==> src/rtl/ae_cmd_pkg.sv <==
// rtl/ae_cmd_pkg.sv - shared constants, FSM encoding and legality helper for ae_cmd_rx
package ae_cmd_pkg;

   localparam logic [7:0] SYNC_BYTE = 8'hA5;

   localparam logic [7:0] OP_WRITE = 8'h01;
   localparam logic [7:0] OP_START = 8'h02;
   localparam logic [7:0] OP_STOP  = 8'h03;

   localparam logic [7:0] REG_DECIM = 8'd0;
   localparam logic [7:0] REG_CHEN  = 8'd1;
   localparam logic [7:0] REG_TH1   = 8'd2;
   localparam logic [7:0] REG_TH2   = 8'd3;

   localparam int SYNC_HI = 31;
   localparam int SYNC_LO = 24;
   localparam int OP_HI   = 23;
   localparam int OP_LO   = 16;
   localparam int ADDR_HI = 15;
   localparam int ADDR_LO = 8;
   localparam int LEN_HI  = 7;
   localparam int LEN_LO  = 0;

   typedef enum logic [2:0] {
      ST_HUNT,
      ST_PAYLOAD,
      ST_CHECK,
      ST_EXEC,
      ST_ERR
   } cmd_state_t;

   // Opcode/addr/len combinations that may change configuration.
   function automatic logic cmd_legal(input logic [7:0] op, input logic [7:0] addr,
                                      input logic [7:0] len);
      logic ok;
      ok = 1'b0;
      case (op)
         OP_WRITE:          ok = (len == 8'd1) && (addr <= REG_TH2);
         OP_START, OP_STOP: ok = (len == 8'd0);
         default:           ok = 1'b0;
      endcase
      return ok;
   endfunction

endpackage

==> src/rtl/ae_cmd_rx_if.sv <==
// rtl/ae_cmd_rx_if.sv - command FIFO read port (master = reader, slave = FIFO)
interface ae_cmd_rx_if #(parameter int DATA_W = 32);
   logic              fifo_rd_en;
   logic [DATA_W-1:0] fifo_dout;
   logic              fifo_empty;

   modport master (output fifo_rd_en, input fifo_dout, input fifo_empty);
   modport slave  (input fifo_rd_en, output fifo_dout, output fifo_empty);
endinterface

==> src/rtl/ae_cmd_fetch.sv <==
// rtl/ae_cmd_fetch.sv - single-outstanding FIFO read engine feeding the parser one word at a time
module ae_cmd_fetch (
   input  logic          bus_clk,
   input  logic          RESET,
   input  logic          wr_open,
   input  logic          need,
   ae_cmd_rx_if.master   fifo,
   output logic          word_valid,
   output logic [31:0]   word
);

   logic rd_pending;

   // fifo_dout is valid the cycle after the strobe, so a pending read blocks the next one.
   always_comb begin
      fifo.fifo_rd_en = !RESET && wr_open && need && !fifo.fifo_empty && !rd_pending;
   end

   always_ff @(posedge bus_clk) begin
      if (RESET) begin
         rd_pending <= 1'b0;
      end else begin
         rd_pending <= fifo.fifo_rd_en;
      end
   end

   assign word_valid = rd_pending && wr_open;
   assign word       = fifo.fifo_dout;

endmodule

==> src/rtl/ae_cmd_rx.sv <==
// rtl/ae_cmd_rx.sv - command packet parser driving acquisition config; AE_CMD_CHECKSUM_EN adds XOR check word
module ae_cmd_rx
   import ae_cmd_pkg::*;
#(
   parameter int          DATA_W    = 32,
   parameter int          MAX_LEN   = 4,
   parameter logic [15:0] DECIM_RST = 16'd1,
   parameter int          ERR_W     = 8
) (
   input  logic             bus_clk,
   input  logic             RESET,
   input  logic             wr_open,
   ae_cmd_rx_if.master      fifo,
   output logic             acq_run,
   output logic [15:0]      decim,
   output logic [1:0]       ch_enable,
   output logic [13:0]      thresh1,
   output logic [13:0]      thresh2,
   output logic             cmd_ok,
   output logic             cmd_err,
   output logic [15:0]      cmd_count,
   output logic [ERR_W-1:0] err_count
);

   localparam logic [7:0] MAX_LEN_B = 8'(MAX_LEN);

   cmd_state_t        state_q, state_d;
   logic              word_valid;
   logic [DATA_W-1:0] word;
   logic              need, do_exec, do_err;
   logic [7:0]        op_q, addr_q, len_q, cnt_q;
   logic [DATA_W-1:0] pay0_q;
   logic              hdr_ok, last_pay;
   cmd_state_t        hdr_done, pay_done;
`ifdef AE_CMD_CHECKSUM_EN
   logic [DATA_W-1:0] csum_q;
`endif

   ae_cmd_fetch u_fetch (
      .bus_clk    (bus_clk),
      .RESET      (RESET),
      .wr_open    (wr_open),
      .need       (need),
      .fifo       (fifo),
      .word_valid (word_valid),
      .word       (word)
   );

   assign hdr_ok   = (word[SYNC_HI:SYNC_LO] == SYNC_BYTE) && (word[LEN_HI:LEN_LO] <= MAX_LEN_B);
   assign last_pay = (cnt_q == len_q - 8'd1);

`ifdef AE_CMD_CHECKSUM_EN
   assign hdr_done = ST_CHECK;
   assign pay_done = ST_CHECK;
`else
   // Legality is resolved on the final word's edge so EXEC/ERR already encodes the outcome.
   assign hdr_done = cmd_legal(word[OP_HI:OP_LO], word[ADDR_HI:ADDR_LO], 8'd0) ? ST_EXEC : ST_ERR;
   assign pay_done = cmd_legal(op_q, addr_q, len_q) ? ST_EXEC : ST_ERR;
`endif

   always_ff @(posedge bus_clk) begin
      if (RESET) state_q <= ST_HUNT;
      else       state_q <= state_d;
   end

   always_comb begin
      state_d = state_q;
      case (state_q)
         ST_HUNT:    if (word_valid && hdr_ok)
                        state_d = (word[LEN_HI:LEN_LO] == 8'd0) ? hdr_done : ST_PAYLOAD;
         ST_PAYLOAD: if (word_valid && last_pay) state_d = pay_done;
`ifdef AE_CMD_CHECKSUM_EN
         ST_CHECK:   if (word_valid)
                        state_d = (cmd_legal(op_q, addr_q, len_q) && (csum_q == word)) ? ST_EXEC : ST_ERR;
`endif
         default:    state_d = ST_HUNT;
      endcase
      if (!wr_open) state_d = ST_HUNT;
   end

   always_comb begin
      need    = (state_q == ST_HUNT) || (state_q == ST_PAYLOAD) || (state_q == ST_CHECK);
      do_exec = (state_q == ST_EXEC);
      do_err  = (state_q == ST_ERR) || ((state_q == ST_HUNT) && word_valid && !hdr_ok);
   end

   always_ff @(posedge bus_clk) begin
      if (RESET) begin
         op_q <= '0; addr_q <= '0; len_q <= '0; cnt_q <= '0; pay0_q <= '0;
`ifdef AE_CMD_CHECKSUM_EN
         csum_q <= '0;
`endif
         acq_run <= 1'b0; decim <= DECIM_RST; ch_enable <= 2'b11;
         thresh1 <= '0; thresh2 <= '0;
         cmd_ok <= 1'b0; cmd_err <= 1'b0; cmd_count <= '0; err_count <= '0;
      end else begin
         if ((state_q == ST_HUNT) && word_valid && hdr_ok) begin
            op_q   <= word[OP_HI:OP_LO];
            addr_q <= word[ADDR_HI:ADDR_LO];
            len_q  <= word[LEN_HI:LEN_LO];
            cnt_q  <= '0;
`ifdef AE_CMD_CHECKSUM_EN
            csum_q <= word;
`endif
         end
         if ((state_q == ST_PAYLOAD) && word_valid) begin
            if (cnt_q == 8'd0) pay0_q <= word;
            cnt_q <= cnt_q + 8'd1;
`ifdef AE_CMD_CHECKSUM_EN
            csum_q <= csum_q ^ word;
`endif
         end
         cmd_ok  <= do_exec;
         cmd_err <= do_err;
         if (do_exec) begin
            cmd_count <= cmd_count + 16'd1;
            case (op_q)
               OP_WRITE: case (addr_q)
                  REG_DECIM: decim     <= pay0_q[15:0];
                  REG_CHEN:  ch_enable <= pay0_q[1:0];
                  REG_TH1:   thresh1   <= pay0_q[13:0];
                  default:   thresh2   <= pay0_q[13:0];
               endcase
               OP_START: acq_run <= 1'b1;
               default:  acq_run <= 1'b0;
            endcase
         end
         if (do_err && (err_count != {ERR_W{1'b1}})) err_count <= err_count + 1'b1;
      end
   end

endmodule

==> src/flat_wrapper.sv <==
// flat-port wrapper written by rule: the top's interface ports become plain ports
module ae_cmd_rx_flat import ae_cmd_pkg::*;
#(
   parameter int          DATA_W    = 32,
   parameter int          MAX_LEN   = 4,
   parameter logic [15:0] DECIM_RST = 16'd1,
   parameter int          ERR_W     = 8
)
  (bus_clk, RESET, wr_open, acq_run, decim, ch_enable, thresh1, thresh2, cmd_ok, cmd_err, cmd_count, err_count, fifo_fifo_rd_en, fifo_fifo_dout, fifo_fifo_empty);
  ae_cmd_rx_if #(.DATA_W(DATA_W)) fifo_i ();
  input  logic bus_clk;
  input  logic RESET;
  input  logic wr_open;
  output logic acq_run;
  output logic [15:0] decim;
  output logic [1:0] ch_enable;
  output logic [13:0] thresh1;
  output logic [13:0] thresh2;
  output logic cmd_ok;
  output logic cmd_err;
  output logic [15:0] cmd_count;
  output logic [ERR_W-1:0] err_count;
  output wire logic [$bits(fifo_i.fifo_rd_en)-1:0] fifo_fifo_rd_en;
  input wire logic [$bits(fifo_i.fifo_dout)-1:0] fifo_fifo_dout;
  input wire logic [$bits(fifo_i.fifo_empty)-1:0] fifo_fifo_empty;
  assign fifo_fifo_rd_en = fifo_i.fifo_rd_en;
  assign fifo_i.fifo_dout = fifo_fifo_dout;
  assign fifo_i.fifo_empty = fifo_fifo_empty;
  ae_cmd_rx #(.DATA_W(DATA_W), .MAX_LEN(MAX_LEN), .DECIM_RST(DECIM_RST), .ERR_W(ERR_W)) u_core (.bus_clk(bus_clk), .RESET(RESET), .wr_open(wr_open), .fifo(fifo_i), .acq_run(acq_run), .decim(decim), .ch_enable(ch_enable), .thresh1(thresh1), .thresh2(thresh2), .cmd_ok(cmd_ok), .cmd_err(cmd_err), .cmd_count(cmd_count), .err_count(err_count));
endmodule
==> config.mk <==
export PLATFORM = sky130hd
export DESIGN_NAME = ae_cmd_rx_flat
export DESIGN_NICKNAME = d
export VERILOG_FILES = /design/src/rtl/ae_cmd_pkg.sv /design/src/rtl/ae_cmd_rx_if.sv /design/src/rtl/ae_cmd_fetch.sv /design/src/rtl/ae_cmd_rx.sv /design/src/flat_wrapper.sv
export SDC_FILE = /design/constraint.sdc
export NUM_CORES = 1
export LEC_CHECK = 0
export ABC_CLOCK_PERIOD_IN_PS = 2100
export BUFFER_PORTS_ARGS = -buffer_cell sky130_fd_sc_hd__buf_2
export CORE_UTILIZATION = 35
export DETAILED_ROUTE_END_ITERATION = 10
export PLACE_DENSITY_LB_ADDON = 0.3
export SYNTH_ARGS = -nofsm -noshare
export SYNTH_HDL_FRONTEND = slang
export SYNTH_SLANG_ARGS = --single-unit
==> constraint.sdc <==
create_clock -name bus_clk -period 2.1 [get_ports bus_clk]
set_clock_uncertainty 0.1 [all_clocks]
set_input_delay 0.105 -clock bus_clk [delete_from_list [all_inputs] [get_ports bus_clk]]
set_output_delay 0.105 -clock bus_clk [all_outputs]
set_load 0.01 [all_outputs]
Yosys cells after proc, flatten, opt, wreduce, memory -nomap -nowiden
Index checks and enable logic that the tools add are counted.

Bitwise operators: 3. Add/sub/neg operators: 4. Equality and inequality tests: 17. Magnitude comparators: 2. Muxes and demuxes: 11. Reductions and logical operators: 38.

Operators with widths (count): $eq 8x2->1 const B (5); $logic_not 8->1 (4); $eq 8x1->1 const B (3); $add 16x1->16 const B (1); $add 8x1->8 const B (2); $mux 8 (2); $mux 3 (5); $logic_and 1x1->1 (14); $reduce_and 3->1 (4); $eq 8x8->1 (1); $eq 8x8->1 const B (1); $le 8x2->1 const B (1); $le 8x3->1 const B (1); $ne 8x8->1 const B (1); $sub 8x1->8 const B (1); $eq 3x2->1 const B (2); $pmux 3 s2 (1); $reduce_and 2->1 (3); $reduce_or 2->1 (3); $logic_not 1->1 (4); $ne 2x1->1 const B (2); $pmux 1 s2 (2); $eq 3x1->1 const B (1); $eq 3x3->1 const B (1); 6 further kinds (10).

Word-level logic and storage cells: 91. Bits of input ports: 36. Bits in registers: 125. Output and inout bits: 74.

Logic depth before layout (Yosys ltp)
Gate-level depths: netlist of the first run.

Depth after elaboration: 7. Depth in mapped cells: 9. Mapped depth without buffers: 7.

Modules after synthesis
Synthesis of the first run repeated with hierarchy kept, for this count alone.

Cell total of the unflattened synthesis: 644. Area, all modules: 5617.9 µm².

Modules (own cells, without submodules): ae_cmd_rx (seq. area each 2482.4 µm², cells each 607, instances 1, area an instance 5320.1 µm²); ae_cmd_fetch (seq. area each 20.0 µm², cells each 37, instances 1, area an instance 297.8 µm²).

Least setup slack after synthesis of the first run
Ideal clock, no wire load.

Kind: register to register. Start: register u_core.op_q[3]. End: register u_core.thresh1[10]. Slack: 84 ps. Library setup time: 128 ps. Period minus slack after synthesis: 2016 ps. Cell stages (with the launch flop): 7. Data arrival time: 1789 ps. Buffers on the path: 1. Data required time: 1872 ps. Cell sequence: dfxtp_1 -> nor4_4 -> nand4_1 -> nor4_4 -> buf_8 -> mux2i_1 -> nor2_1.

Word-level cells in the longest chain between the ends: 2.

Ends and longest elaborated chain: start, declared (RTL line ae_cmd_rx.sv:31) `logic [7:0] op_q, addr_q, len_q, cnt_q;`; start signal, assigned (RTL line ae_cmd_rx.sv:98) `op_q <= word[OP_HI:OP_LO];`; $eq 8x1->1 (RTL line ae_cmd_rx.sv:117) `case (op_q)`; $reduce_and 3->1 (no source line); end signal, assigned (RTL line ae_cmd_rx.sv:121) `REG_TH1: thresh1 <= pay0_q[13:0];`; end, declared (RTL line ae_cmd_rx.sv:17) `output logic [13:0] thresh1,`.

Every way passes these cells. A chain may end at the register's enable or synchronous reset.

Worst setup path after layout of the first run
Start: register u_core.op_q[6]. End: register u_core.thresh1[12].

Same word-level chain as after synthesis.

==> results of run 1 <==
==> final timing paths <==
kind,from,end,slack (ns),cells past startpoint
max,u_core.op_q[6],u_core.thresh1[12],0.02,8
min,RESET,u_core.acq_run,0.05,2
max reg2reg,u_core.op_q[6],u_core.thresh1[12],0.02,8
min reg2reg,u_core.op_q[7],u_core.op_q[7],0.35,2
==> logic make-up after synthesis <==
family	share of synthesized area, %
AOI/OAI and AO/OA	8.26
and+or+nand+nor	23.5
adders and majority gates	1.65
buffers and inverters	3.55
DFF	47.1
xor gates and xnor gates	4.28
muxes	11.7
==> cell usage after synthesis (all sizes together) (2+ instances only) <==
cell type  number
dfxtp         125
nor2           95
nand2          66
mux2i          62
a21oi          33
nand3          17
clkbuf         15
nor3           14
xnor2          14
buf            13
xor2           12
nand4          11
nor4           10
inv             9
and2            7
ha              7
o21ai           7
or3             7
and3            5
a311oi          4
or4             4
a211oi          3
nand3b          3
nor4b           3
o31ai           3
a211o           2
a21o            2
a221oi          2
and4            2
nor2b           2
o32a            2
==> cells in the final DEF, fill, tap and decap left out, types with 5 or more instances in the layout <==
cell type | Yosys | layout
a21oi_1 | 33 | 33
and2_1 | 7 | 7
and3_1 | 5 | 5
buf_2 | 7 | 108
buf_4 | 0 | 24
clkbuf_16 | 0 | 18
dfxtp_1 | 125 | 122
dlygate4sd3_1 | 0 | 26
ha_1 | 7 | 6
inv_1 | 9 | 8
mux2i_1 | 62 | 61
nand2_1 | 66 | 66
nand3_1 | 15 | 15
nand4_1 | 11 | 11
nor2_1 | 94 | 94
nor3_1 | 14 | 13
nor4_1 | 6 | 5
o21ai_0 | 7 | 6
or3_1 | 7 | 7
xnor2_1 | 14 | 14
xor2_1 | 12 | 12
==> power groups by stage <==
stage	Combinational (W)	Clock (W)	Sequential, W
CTS	0.000152	0.00323	0.00238
finish	0.000152	0.00316	0.00238
global placement	0.000111	0	0.00243
detailed placement	0.000113	0	0.00243
floorplan	0.0000486	0	0.00243
global route	0.000166	0.00333	0.00237
==> sequential cells by signal, summed over array words and instances (netlist names) <==
| name | cells |
|---|---|
| u_core.cmd_err | 1 |
| u_core.u_fetch.rd_pending | 1 |
| u_core.err_count | 8 |
| u_core.cmd_count | 16 |
| u_core.pay0_q | 16 |
| u_core.acq_run | 1 |
| u_core.ch_enable | 2 |
| u_core.op_q | 8 |
| u_core.state_q | 3 |
| u_core.thresh1 | 14 |
| u_core.decim | 16 |
| u_core.addr_q | 8 |
| u_core.len_q | 8 |
| u_core.cmd_ok | 1 |
| u_core.thresh2 | 14 |
| u_core.cnt_q | 8 |
==> timing repair <==
action,in CTS,in global routing
hold endpoints to repair,37,0
hold buffers,26,0
setup buffers,0,5
resized for setup,2,13
endpoints found under the setup margin,2,51
pin swaps,0,8
gates cloned,0,1
==> metal layers <==
layer | GRT usage [%] | up-vias
li1 | - | 2322
met1 | 20.7 | 2172
met2 | 30.3 | 92
met3 | 4.58 | 21
met4 | 8.39 | 0
met5 | 0 | -
==> critical path, delay by kind of cell (launching register included) <==
kind / cells / cell delay [ns]
and+or+nand+nor: 4 / 0.79
buffers and inverters: 3 / 0.50
DFF: 1 / 0.33
muxes: 1 / 0.23
==> metrics by stage <==
step / worst slack (ns) / cell area (µm²) / power [W] / instances / hold slack, ns
floorplan: 0.0836 / 5320 / 0.00248 / 577 / 0.0829
global placement: -0.00533 / 6130 / 0.00254 / 863 / 0.193
detailed placement: -0.0217 / 6130 / 0.00254 / 863 / 0.199
CTS: 0.0136 / 7040 / 0.00575 / 921 / 0.0265
global route: -0.0998 / 7160 / 0.00587 / 927 / 0.0636
finish: 0.0247 / 7160 / 0.00569 / 927 / 0.0495
==> area by class of cell <==
type,instances,area [µm²]
clock inverters,12,184
repair buffers,162,1070
clock buffers,20,457
fillers,1377,7540
well taps,184,230
flip-flops and latches,125,2510
inverters,9,33.8
multi-input cells,415,2690
==> flow_metrics.tcl, run 1 <==
set metrics [dict create \
    worstSkewPairLatency_ns 0.42 \
    synth_top_area_cell "dfxtp_1" \
    vias 4607 \
    slew_viol_final 0 \
    rsz0062_at_grt "true" \
    critPathMaxStageDelay_ns 0.40 \
    topRoutingLayerUsed "met4" \
    row_count 44 \
    drt_iter0_markers 238 \
    p_clk_share_pct 55.6 \
    cp_cell_sequence "nor4_4 -> nand4_1 -> buf_4 -> nor4_4 -> buf_4 -> buf_12 -> mux2i_2 -> nor2_1" \
    fin_setup_tns_ns 0 \
    p_int_w 0.00450 \
    pwr-share-seq_pct 41.8 \
    wl_met2_mm 6.84 \
    grt_usage_pct 17.7 \
    cts.sinks 125 \
    clock_path_buffers 2 \
    yosys_warnings 0 \
    viasPerCell 4.97 \
    ys.flop_type "dfxtp_1" \
    synth_nets 620 \
    drt_pass1_iterations 7 \
    crit_path_end_kind "flop" \
    drive_above_1_share_pct 25.8 \
    powerDensity_nw_per_um2 794 \
    area_growth_pct 34.7 \
    pin_count 110 \
    worstSetupPathType "reg2reg" \
    wl_met3_um 586 \
    grt_max_degree 49 \
    htreeDepth 4 \
    die_h_um 125 \
    worst_slew_margin_rel_pct 63.2 \
    critPathMaxFanout 7 \
    worst_ir_drop_vdd_mv 0.579 \
    grt-ovfl-total 0 \
    postRouteAntennaNets 0 \
    routed_wl_mm 13.6 \
    netSwitchingFraction_pct 20.8 \
    p_sw_w 0.00118 \
    insertedDiodeCount 0 \
    worstSetupStartpointType "flop" \
    required_ns 2.29 \
    hold_viol 0 \
    start_util_pct 36.2 \
    worst_pin_slew_ns 0.552 \
    netlist_area_um2 5320 \
    status "finished with violations" \
    syn_inst 577 \
    violations "design-rule violations" \
    synth_cell_type_count 54 \
    grt_pass1_vias 4522 \
    ys_ff_latch 125 \
    wl_met1_mm 5.89 \
    p_comb_share_pct 2.7 \
    clkSlewWorstSetupHoldPaths_ns 0.06 \
    fin_crit_ns 2.08 \
    crit_slowest_cell "nor4_4" \
    cap_violations 0 \
    synth_edf_count 0 \
    root_buffer "clkbuf_16" \
    antenna_found_initial 0 \
    nets 773 \
    routedWlPerCell_um 14.6 \
    arrival_ns 2.27 \
    yosysSeqAreaShare_pct 47.1 \
    async_flop_share_pct 0 \
    fmax_mhz 482 \
    hpwl_mm 9.35 \
    utilization_pct 48.7 \
    cts_buffers 17 \
    gp_congestion 0.791 \
    cts_tree "done" \
    drc 7 \
    synth.avg_cell_area_um2 9.21 \
    dieArea_um2 15700 \
    port_buffers 109 \
    core_um2 14700 \
    worstHoldPathType "in2reg" \
    p_leak_nw 3.10 \
    synth.area.top_cells "dfxtp_1, mux2i_1, nor2_1" \
    finalSetupViolCount 0 \
    finalCritPeriodShare_pct 98.8 \
    grt_pass1_wl_mm 22.0 \
    synth_top_area_share_pct 47.1 \
    die_w_um 125 \
]
Power figures use the tool's default switching activity.
==> run 2: changes to the inputs <==
- CTS_CLUSTER_DIAMETER: default -> 50
- PLACE_DENSITY_LB_ADDON: 0.3 -> default
- RECOVER_POWER: default -> 50
==> flow_metrics.tcl, run 2 (synthesized netlist as in run 1, its figures left out) <==
set metrics [dict create \
    status "finished with violations" \
    violations "design-rule violations" \
    worst_slew_margin_rel_pct 62.4 \
    drc 1 \
    fmax_mhz 496 \
    worstSetupStartpointType "flop" \
    pwr-share-seq_pct 42.3 \
    area_growth_pct 32.4 \
    met1_usage_pct 20.4 \
    worstSetupPathType "reg2reg" \
    grt_usage_pct 17.3 \
    worstHoldPathType "in2reg" \
    pin_count 110 \
    root_buffer "clkbuf_16" \
    finalSetupViolCount 0 \
    cap_violations 0 \
    htreeDepth 4 \
    top_regs "u_core.cmd_count (16), u_core.decim (16), u_core.pay0_q (16)" \
    nFillCells 1399 \
    timing.rr.start "u_core.len_q[1]" \
    die_w_um 125 \
    p_sw_w 0.00115 \
    routedWlPerCell_um 14.5 \
    p_leak_nw 2.77 \
    layout.cells.most_common_list "dfxtp_1, nor2_1, clkbuf_1" \
    antenna_found_initial 0 \
    rsz0062_at_grt "true" \
    grt_busiest_layer "met2" \
    gp_congestion 0.832 \
    core_um2 14700 \
    grt-ovfl-total 0 \
    use_met3_pct 4.07 \
    clkSlewWorstSetupHoldPaths_ns 0.05 \
    dieArea_um2 15700 \
    netSwitchingFraction_pct 20.5 \
    cts_buffers 17 \
    r2r_slack_ns 0.08 \
    final_design_area_no_fill_um2 7040 \
    p_comb_share_pct 2.8 \
    grt_pass1_wl_mm 21.6 \
    insertedDiodeCount 0 \
    fin_crit_ns 2.02 \
    hold_viol 0 \
    crit_path_end "u_core.state_q[1]" \
    drt_iter0_markers 201 \
    rr_worst_depth 7 \
    postRouteAntennaNets 0 \
    crit_slowest_cell "dfxtp_1" \
    start_util_pct 36.2 \
    cts.sinks 125 \
    routed_wl_mm 13.4 \
    required_ns 2.32 \
    grt_pass1_vias 4441 \
    clock_path_buffers 2 \
    p_int_w 0.00447 \
    critPathMaxStageDelay_ns 0.37 \
    row_count 44 \
    slew_viol_final 0 \
    drive_above_1_share_pct 14.7 \
    finalCritPeriodShare_pct 96.1 \
    r2r-end "u_core.state_q[1]" \
    nets 774 \
    total_power_w 0.00562 \
    hpwl_mm 9.25 \
    die_h_um 125 \
    grt_max_degree 57 \
    final_common_cell "dfxtp_1" \
    hold_depth 2 \
    multi_input_area_um2 2680 \
    placed_cell_area_um2 6160 \
    powerDensity_nw_per_um2 798 \
    cts_tree "done" \
    crit_path_end_kind "flop" \
    drt_pass1_iterations 9 \
    cp-startpoint "u_core.len_q[1]" \
    critPathMaxFanout 4 \
    regArea_um2 2500 \
    port_buffers 109 \
    worst_ir_drop_vdd_mv 0.559 \
    p_clk_share_pct 54.9 \
    viasPerCell 4.96 \
    worst_pin_slew_ns 0.564 \
    worstSkewPairLatency_ns 0.41 \
    cp_cell_sequence "inv_1 -> ha_1 -> xor2_1 -> nand3_1 -> nor4b_2 -> o2111ai_1 -> a221oi_1" \
    use_met2_pct 30.1 \
    vias 4602 \
    arrival_ns 2.23 \
]
==> run 2: changes by cell type in the layout (fill, tap and decap cells not counted), sizes merged <==
cell and delta:
buf -74, clkbuf +73, clkinvlp +1
==> run 2: metrics by stage <==
step	util, %	std cells	TNS, ns	setup slack (ns)	hold slack [ns]
2_1_floorplan	-	577	0	0.0836	0.0829
3_3_place_gp	41.9	865	0	0.146	0.194
3_5_place_dp	41.9	865	0	0.0697	0.191
4_1_cts	47.9	922	0	0.0425	0.00804
5_1_grt	47.9	927	-0.0560	-0.0560	0.0299
6_report	47.9	927	0	0.0824	0.0246
==> run 2: power groups by stage <==
stage          clock network [W]  logic (W)  registers [W]
2_1_floorplan                  0  0.0000486        0.00243
3_3_place_gp                   0   0.000114        0.00243
3_5_place_dp                   0   0.000116        0.00243
4_1_cts                  0.00315   0.000154        0.00238
5_1_grt                  0.00327   0.000171        0.00237
6_report                 0.00308   0.000158        0.00238
==> run 2: critical path, delay by kind of cell, from the launching register on <==
family | cells | cell delay, ns
adder cells (fa/ha/maj) | 1 | 0.29
flip-flops | 1 | 0.37
AO/OA/AOI/OAI | 2 | 0.52
AND/OR/NAND/NOR | 2 | 0.40
buffers and inverters | 1 | 0.09
XOR/XNOR | 1 | 0.15
==> run 2: timing repair <==
item                       4_1_cts  5_1_grt
resized for setup                0       17
hold buffers                    26        0
setup buffers                    0        4
hold endpoints to repair        37        0
setup endpoints to repair        0       32
==> run 2: worst min path at each step <==
stage | from | endpoint
3_3_place_gp | fifo_fifo_empty | u_core.u_fetch.rd_pending
5_1_grt | RESET | u_core.cmd_count[3]
3_5_place_dp | fifo_fifo_empty | u_core.u_fetch.rd_pending
2_1_floorplan | fifo_fifo_empty | u_core.u_fetch.rd_pending
4_1_cts | RESET | u_core.err_count[0]
6_report | RESET | u_core.err_count[0]
==> run 2: metal layers <==
metal | wire, µm | vias to the layer above
met3 | 383 | 14
met5 | 0 | -
met2 | 6720 | 72
li1 | - | 2321
met1 | 6050 | 2195
met4 | 258 | 0
==> run 2: cell type report <==
cell class	count	area share [%]
Clock inverter	13	2.67
Tap cell	184	3.27
Inverter	9	0.480
Clock buffer	18	6.24
Timing Repair Buffer	163	13.7
Multi-Input combinational cell	415	38.0
Sequential cell	125	35.6
==> run 3: changes to the inputs <==
- ABC_CLOCK_PERIOD_IN_PS: 2100 -> 2400
- CORE_UTILIZATION: 35 -> 56
- PLACE_DENSITY: default -> 0.81
- clock period: 2.1 -> 2.4 ns (I/O delays scaled with it)
==> flow_metrics.tcl, run 3 (synthesized netlist as in run 1, its figures left out) <==
set metrics [dict create \
    htreeDepth 4 \
    worstSkewPairLatency_ns 0.51 \
    worstSetupPathType "reg2reg" \
    pin_count 110 \
    drt_pass1_iterations 5 \
    worst_slew_margin_rel_pct 53.4 \
    clock_path_buffers 2 \
    finalSetupViolCount 0 \
    cap_violations 0 \
    grt-ovfl-total 0 \
    top_regs "u_core.cmd_count (16), u_core.decim (16), u_core.pay0_q (16)" \
    setup_ws_ns 0.161 \
    slew_viol_final 0 \
    placed_cell_area_um2 5970 \
    critPathMaxFanout 9 \
    finalCritPeriodShare_pct 93.3 \
    core_um2 9200 \
    final_design_area_no_fill_um2 6800 \
    place_ws_ns 0.254 \
    worst_ir_drop_vdd_mv 0.647 \
    worst_pin_slew_ns 0.699 \
    row_count 35 \
    viasPerCell 5.82 \
    grt_pass1_vias 4591 \
    dieArea_um2 9890 \
    root_buffer "clkbuf_8" \
    postRouteAntennaNets 0 \
    worstSetupStartpointType "flop" \
    gp_congestion 0.898 \
    fin_crit_ns 2.24 \
    powerDensity_nw_per_um2 755 \
    start_util_pct 57.8 \
    arrival_ns 2.52 \
    fmax_mhz 447 \
    p_leak_nw 2.71 \
    drt_iter0_markers 251 \
    required_ns 2.68 \
    vias 4890 \
    hold_viol 0 \
    grt_usage_pct 29.0 \
    routedWlPerCell_um 16.8 \
    status "completed" \
    die_h_um 99.4 \
    antenna_found_initial 0 \
    worstHoldPathType "in2reg" \
    crit_path_end_kind "flop" \
    clkSlewWorstSetupHoldPaths_ns 0.06 \
    cts_tree "done" \
    cts.sinks 125 \
    rsz0062_at_grt "false" \
    layout.cells.most_common_list "dfxtp_1, nor2_1, clkbuf_1" \
    hpwl_mm 8.70 \
    grt_max_degree 59 \
    drive_above_1_share_pct 11.8 \
    final_common_cell "dfxtp_1" \
    nets 759 \
    fin_setup_tns_ns 0 \
    routed_wl_mm 14.1 \
    port_buffers 109 \
    cts_buffers 17 \
    area_growth_pct 28.0 \
    grt_pass1_wl_mm 22.5 \
    insertedDiodeCount 0 \
    die_w_um 99.4 \
    drc 0 \
]
run 3: cell count changes in the layout (fill, tap and decap cells not counted), sizes merged:
| cell | previous run | this run |
|---|---|---|
| inv | 12 | 11 |
| clkinv | 3 | 5 |
| dlygate4sd3 | 26 | 27 |
| clkbuf | 94 | 98 |
| buf | 61 | 42 |
| bufinv | 4 | 6 |
| clkinvlp | 3 | 0 |
run 3: power breakdown:
group	total, W	switching (W)	leakage (nW)	internal (W)
Combinational	0.000131	0.0000714	1.37	0.0000598
Sequential	0.00208	0.00000147	1.01	0.00208
Clock	0.00293	0.000965	0.333	0.00196
Total	0.00514	0.00104	2.71	0.00410
run 3: worst paths after layout:
kind,startpoint,to,slack [ns],cells past startpoint
setup / recovery,u_core.state_q[1],u_core.cmd_count[15],0.16,6
hold / removal,fifo_fifo_dout[27],u_core.state_q[0],0.02,5
setup reg to reg,u_core.state_q[1],u_core.cmd_count[15],0.16,6
hold reg to reg,u_core.addr_q[6],u_core.addr_q[6],0.36,2
run 3: final cells by class:
cell class	count	area [µm²]
clock inverters	13	234
multi-input cells	415	2630
flip-flops and latches	125	2500
clock buffers	19	442
well taps	111	139
fillers	662	2390
repair buffers	148	827
inverters	9	33.8
run 3: layer usage:
layer / wire length (µm) / up-vias / GRT usage [%]
met5: 0 / - / 0
met4: 388 / 0 / 13.9
met2: 7260 / 200 / 51.0
li1: - / 2301 / -
met1: 5780 / 2353 / 34.2
met3: 671 / 36 / 4.99
run 3: worst max-delay path: stages (launching register included):
cell     delay (ns)
dfxtp_1        0.47
and3b_1        0.33
buf_4          0.19
nand4_1        0.30
nor4_1         0.49
xnor2_1        0.16
nor2_1         0.06
run 3: repair_timing:
item,4_1_cts,5_1_grt
resized for setup,0,0
endpoints found under the hold margin,57,0
hold buffers,27,0
buffers inserted,0,0
run 3: through the flow:
stage | cells | util (%) | hold WS (ns) | total power [W]
after floorplan | 577 | - | 0.0979 | 0.00217
after global placement | 781 | 64.9 | 0.203 | 0.00222
after detailed placement | 781 | 64.9 | 0.207 | 0.00222
after CTS | 840 | 75.2 | 0.0105 | 0.00514
after global routing | 840 | 74.0 | 0.0552 | 0.00525
final | 840 | 74.0 | 0.0195 | 0.00514
